**config.mk**
```make
export PLATFORM = sky130hd
export DESIGN_NAME = ex_pc_ctrl
export DESIGN_NICKNAME = d
export VERILOG_FILES = /design/src/rtl/cpu_pkg.sv /design/src/rtl/sat_counter.sv /design/src/rtl/ex_pc_ctrl.sv
export SDC_FILE = /design/constraint.sdc
export NUM_CORES = 1
export LEC_CHECK = 0
export CAP_MARGIN = 15
export CORE_MARGIN = 3
export CORE_UTILIZATION = 50
export CTS_CLUSTER_SIZE = 14
export DETAILED_ROUTE_END_ITERATION = 10
export PLACE_DENSITY = 0.93
export RECOVER_POWER = 50
export SETUP_SLACK_MARGIN = 0.1
export SYNTH_ARGS = -nofsm -noshare
export SYNTH_HDL_FRONTEND = slang
export SYNTH_SLANG_ARGS = --single-unit
export TNS_END_PERCENT = 30
```
**constraint.sdc**
```tcl
create_clock -name clk -period 4.21 [get_ports clk]
set_input_delay 0.421 -clock clk [delete_from_list [all_inputs] [get_ports clk]]
set_output_delay 0.421 -clock clk [all_outputs]
set_load 0.02 [all_outputs]
```
**src/rtl/cpu_pkg.sv**
```systemverilog
// Shared CPU control types: PC action codes used by fetch/pc_ff and the EX-side
// next-PC controller state encoding.
package cpu_pkg;

  typedef enum logic [1:0] {
    PC_HOLD = 2'b00,
    PC_SEQ  = 2'b01,
    PC_LOAD = 2'b10,
    PC_HALT = 2'b11
  } pc_inc_t;

  typedef enum logic [1:0] {
    RUN    = 2'b00,
    BUBBLE = 2'b01,
    MULDIV = 2'b10,
    HALT   = 2'b11
  } ctrl_state_t;

  localparam logic [31:0] PC_STEP = 32'd4;

  function automatic logic [31:0] align_word(input logic [31:0] addr);
    return {addr[31:2], 2'b00};
  endfunction

endpackage

```
**src/rtl/sat_counter.sv**
```systemverilog
// Saturating up-counter with asynchronous active-low clear; sticks at all-ones.
module sat_counter #(
  parameter int unsigned W = 32
) (
  input  logic         clk,
  input  logic         clr,
  input  logic         inc,
  output logic [W-1:0] count
);

  always_ff @(posedge clk or negedge clr) begin
    if (!clr) begin
      count <= '0;
    end else if (inc && !(&count)) begin
      count <= count + 1'b1;
    end
  end

endmodule

```
**src/rtl/ex_pc_ctrl.sv**
```systemverilog
// EX-side next-PC controller: decides hold/seq/redirect/halt, drives IF/ID flush and
// stall, sequences mul/div stalls and redirect bubbles, and counts stall/flush cycles.
module ex_pc_ctrl
  import cpu_pkg::*;
#(
  parameter int unsigned MULDIV_CYCLES    = 32,
  parameter int unsigned REDIRECT_BUBBLES = 1,
  parameter int unsigned CNT_W            = 32
) (
  input  logic             clk,
  input  logic             clr,
  input  logic             ex_valid,
  input  logic             jmp,
  input  logic [31:0]      jmp_target,
  input  logic             br_taken,
  input  logic [31:0]      br_target,
  input  logic             muldiv_start,
  input  logic             syscall_halt,
  input  logic             hazard_stall,
  input  logic             if_halt,
  output pc_inc_t          pc_inc,
  output logic [31:0]      next_pc,
  output logic             flush,
  output logic             stall,
  output logic             halted,
  output logic [CNT_W-1:0] stall_cycles,
  output logic [CNT_W-1:0] flush_cycles
);

  localparam logic [31:0] MdLoad = 32'(MULDIV_CYCLES - 1);
  localparam logic [31:0] RbLoad = 32'(REDIRECT_BUBBLES);

  ctrl_state_t state_q;
  logic [31:0] md_cnt_q;
  logic [31:0] bub_cnt_q;

  pc_inc_t     pc_act;
  logic [31:0] target;
  logic        flush_c;
  logic        stall_c;
  logic        go_halt;
  logic        redirect;
  logic        md_start;

  always_comb begin
    pc_act   = PC_SEQ;
    target   = 32'h0;
    flush_c  = 1'b0;
    stall_c  = 1'b0;
    go_halt  = 1'b0;
    redirect = 1'b0;
    md_start = 1'b0;
    unique case (state_q)
      RUN: begin
        if (if_halt || (ex_valid && syscall_halt)) begin
          pc_act  = PC_HALT;
          go_halt = 1'b1;
        end else if (ex_valid && (jmp || br_taken)) begin
          pc_act   = PC_LOAD;
          target   = jmp ? jmp_target : br_target;
          flush_c  = 1'b1;
          redirect = 1'b1;
        end else if (ex_valid && muldiv_start) begin
          pc_act   = PC_HOLD;
          stall_c  = 1'b1;
          md_start = 1'b1;
        end else if (hazard_stall) begin
          pc_act  = PC_HOLD;
          stall_c = 1'b1;
        end
      end
      BUBBLE: begin
        pc_act  = PC_HOLD;
        flush_c = 1'b1;
      end
      MULDIV: begin
        pc_act  = PC_HOLD;
        stall_c = 1'b1;
      end
      HALT: begin
        pc_act  = PC_HALT;
        stall_c = 1'b1;
      end
      default: ;
    endcase
    // Outputs read as the reset values for as long as clr is low.
    if (!clr) begin
      pc_act  = PC_SEQ;
      flush_c = 1'b0;
      stall_c = 1'b0;
    end
  end

  assign pc_inc  = pc_act;
  assign next_pc = (pc_act == PC_LOAD) ? align_word(target) : 32'h0;
  assign flush   = flush_c;
  assign stall   = stall_c;
  assign halted  = (state_q == HALT);

  // The issuing RUN cycle is the first of the MULDIV_CYCLES stall cycles.
  always_ff @(posedge clk or negedge clr) begin
    if (!clr) begin
      state_q   <= RUN;
      md_cnt_q  <= 32'h0;
      bub_cnt_q <= 32'h0;
    end else begin
      unique case (state_q)
        RUN: begin
          if (go_halt) begin
            state_q <= HALT;
          end else if (redirect && (RbLoad != 32'h0)) begin
            state_q   <= BUBBLE;
            bub_cnt_q <= RbLoad;
          end else if (md_start && (MdLoad != 32'h0)) begin
            state_q  <= MULDIV;
            md_cnt_q <= MdLoad;
          end
        end
        BUBBLE: begin
          bub_cnt_q <= bub_cnt_q - 32'd1;
          if (if_halt) begin
            state_q <= HALT;
          end else if (bub_cnt_q <= 32'd1) begin
            state_q <= RUN;
          end
        end
        MULDIV: begin
          md_cnt_q <= md_cnt_q - 32'd1;
          if (if_halt) begin
            state_q <= HALT;
          end else if (md_cnt_q <= 32'd1) begin
            state_q <= RUN;
          end
        end
        HALT: state_q <= HALT;
        default: state_q <= RUN;
      endcase
    end
  end

  sat_counter #(
    .W(CNT_W)
  ) u_stall_cnt (
    .clk  (clk),
    .clr  (clr),
    .inc  (stall_c && (state_q != HALT)),
    .count(stall_cycles)
  );

  sat_counter #(
    .W(CNT_W)
  ) u_flush_cnt (
    .clk  (clk),
    .clr  (clr),
    .inc  (flush_c),
    .count(flush_cycles)
  );

endmodule

```
==> results.ini <==
[status]
outcome = complete, but fails checks
failed_checks = capacitance limit, slew limit

[cts]
cts-root-buf = clkbuf_16
htreeDepth = 4
clkSlewWorstSetupHoldPaths_ns = 0.06
numCtsBuffers = 17
max-clock-path-buffers = 2
clk_latency_ns = 0.43
clock-sinks = 130
cts_setup_buffers = 0
cts_tree = built

[worst_hold_path]
holdCritPathClass = input pin to async pin

[worst_setup_path]
arrival_ns = 3.27
crit_path_start = state_q[0]
r2r_start = state_q[0]
crit_chain = inv_1, ha_1, nand4bb_1, nor2_1, nand3_1, buf_4, nor2_1, clkdlybuf4s50_1
worstPathRequired_ns = 3.79
cp_top_family = buffers and inverters
cp_max_fo = 30
crit_path_start_kind = flop
endpoint_kind = primary output
path_buf_inv = 3
crit_slowest_cell = clkdlybuf4s50_1
crit_path_max_incr_delay_ns = 0.63
crit_top_cell = nor2_1
path_class = flop to primary output

[global_route]
grt_pass1_vias = 6563
track_usage_pct = 26.0
grt_max_degree = 44
grt_overflow_total = 0
antenna_found_initial = 0
grt_pass1_wl_um = 33300

[die]
dieArea_um2 = 15600
die_h_um = 125
io_pins = 174
start_util_pct = 52.2
rows = 42
coreArea_um2 = 13600
dieWidth_um = 125

[layout]
areaGrowthSynthToFinish_pct = 35.1
nets = 1006
fin_area_um2 = 9560
seqCellArea_um2 = 3250
antennaDiodeCount = 0
drive_gt1_share_pct = 5.35
final_core_utilization_pct = 70.5
n_fill_cell = 917
multiInputGateArea_um2 = 3660

[place]
dpl.hpwl_um = 13400
place.gp.congestion = 0.842
pre_cts_ws_ns = 0.806
dpl_cell_area_um2 = 8940
io_buffers = 167

[logic_synthesis]
synth-simple-area-share_pct = 25.8
yosys.area.top_type_share_pct = 46.0
synthesis.area_um2 = 7070
synth-async-reset-ratio_pct = 100
ys.flop_type = dfrtp_1
yosysTopAreaCell = dfrtp_1
yosys_register_bits = 130
ys_types = 61
synth_edf_count = 0
synthAdderAreaFrac_pct = 1.95
ys_top_cells_by_area = dfrtp_1 46%, xnor2_1 7.1%, nor2_1 6.9%
synth_top_family_by_area = simple AND/OR/NAND/NOR gates
yosysWarnings = 0
synth_xor_area_share_pct = 13.4
synth_seq_area_share_pct = 46.0
syn-instance-count = 747
synth_compound_area_share_pct = 5.57
synthMuxAreaShare_pct = 4.99
syn_avg_cell_area_um2 = 9.47

[sta]
max-slew-margin-rel_pct = -22.3
slew_viol_final = 99
final.min_clock_period_ns = 3.69
final.setup.tns_ns = 0
hold_viol = 0
worst_slew_pin_slew_ns = 1.83
setup_viol = 0
rsz0062_at_grt = no
fin_worst_skew_ns = 0.0194
clock.fmax_mhz = 271
fin_crit_sh_pct = 87.6
finalWorstSetupSlack_ns = 0.521

[detailed_routing]
drtAntennaViolNets = 0
dr_total_vias = 6424
first_pass_iters = 7
drt_iter0_markers = 508
route.detailed.drc = 0
wl_um = 20200
post_drt_wl_per_cell_um = 18.2
routed_via_density = 5.78

[power_and_ir_drop]
max-vdd-ir-drop_uv = 484
powerDensity_nw_per_um2 = 489
p_total_mw = 4.67
leakage_nw = 4.30

[run]
maxCapViolations = 3

[metrics by stage]
stage	cells	hold slack [ns]
after floorplan	748	0.125
after global placement	1078	0.369
after detailed placement	1078	0.373
after CTS	1111	0.496
after global routing	1111	0.509
final	1111	0.489
[registers in the layout, indices dropped and copies added, names as in the netlist]
signal,cells
u_stall_cnt.count,32
u_flush_cnt.count,32
bub_cnt_q,32
state_q,2
md_cnt_q,32
[cells in the final DEF, fill, tap and decap left out, types with 11 or more instances in the layout]
cell type / instances
nand3_1: 40
inv_1: 19
nor2_1: 130
mux2i_1: 33
o21ai_0: 18
dfrtp_1: 130
xor2_1: 51
nor4_1: 12
xnor2_1: 57
nor3_1: 20
dlygate4sd3_1: 49
ha_1: 11
nand2_1: 58
clkbuf_16: 17
nand4_1: 30
clkdlybuf4s50_1: 117
[final cells by class]
class                      instances  area share [%]
clock buffer                      21            4.92
clock inverter                    11            1.57
inverter                          19           0.746
multi-input combinational        578            38.3
sequential                       130            34.0
tap                              176            2.30
timing repair buffer             176            18.1
[path summary, 6_finish.rpt]
kind / cells after the start / to / slack [ns]
setup / recovery: 8 / next_pc[19] / 0.52
hold / removal: 2 / md_cnt_q[12] / 0.49
setup reg to reg: 7 / u_flush_cnt.count[1] / 0.98
hold reg to reg: 1 / u_stall_cnt.count[8] / 0.49
max in group asynchronous: 3 / u_stall_cnt.count[27] / 1.66
min in group clk: 1 / u_stall_cnt.count[8] / 0.49
[synth_stat cells, types with 7 or more instances]
cell type and number:
o21ai_0 18, nand4_1 30, ha_1 11, and4_1 9
nor4_1 12, nand3b_1 7, dfrtp_1 130, xnor2_1 57
inv_1 19, nor3_1 20, nand2_1 58, nor2_1 130
and3_1 10, nand3_1 40, a21oi_1 8, or3_1 7
a31oi_1 8, xor2_1 51, mux2i_1 33, clkbuf_1 15
[timing repair]
action | in CTS | in global routing
hold endpoints to repair | 34 | 0
resized for setup | 0 | 0
hold buffers | 1 | 0
[metal layers]
metal | routed length (µm) | up-vias | global-route usage [%]
met5 | 0 | - | 0
met4 | 415 | 0 | 8.86
met3 | 1240 | 41 | 6.65
met2 | 10500 | 272 | 44.3
met1 | 8100 | 3151 | 32.4
li1 | - | 2960 | -
[kinds of logic (layout without fill, tap and decap cells)]
kind of cell | Yosys count | after routing
other cells | 1 | 2
simple gates | 363 | 363
flops | 130 | 130
compound gates | 59 | 59
fa+ha+maj | 11 | 11
xor+xnor | 108 | 108
buf+inv | 40 | 227
mux | 35 | 35
[where the power goes]
| part | leakage, nW | internal, mW | switching, mW | total (mW) |
|---|---|---|---|---|
| registers | 1.75 | 1.45 | 0.236 | 1.69 |
| clock network | 0.300 | 0.981 | 0.560 | 1.54 |
| logic | 2.26 | 0.579 | 0.866 | 1.44 |
Power figures use the tool's default switching activity.
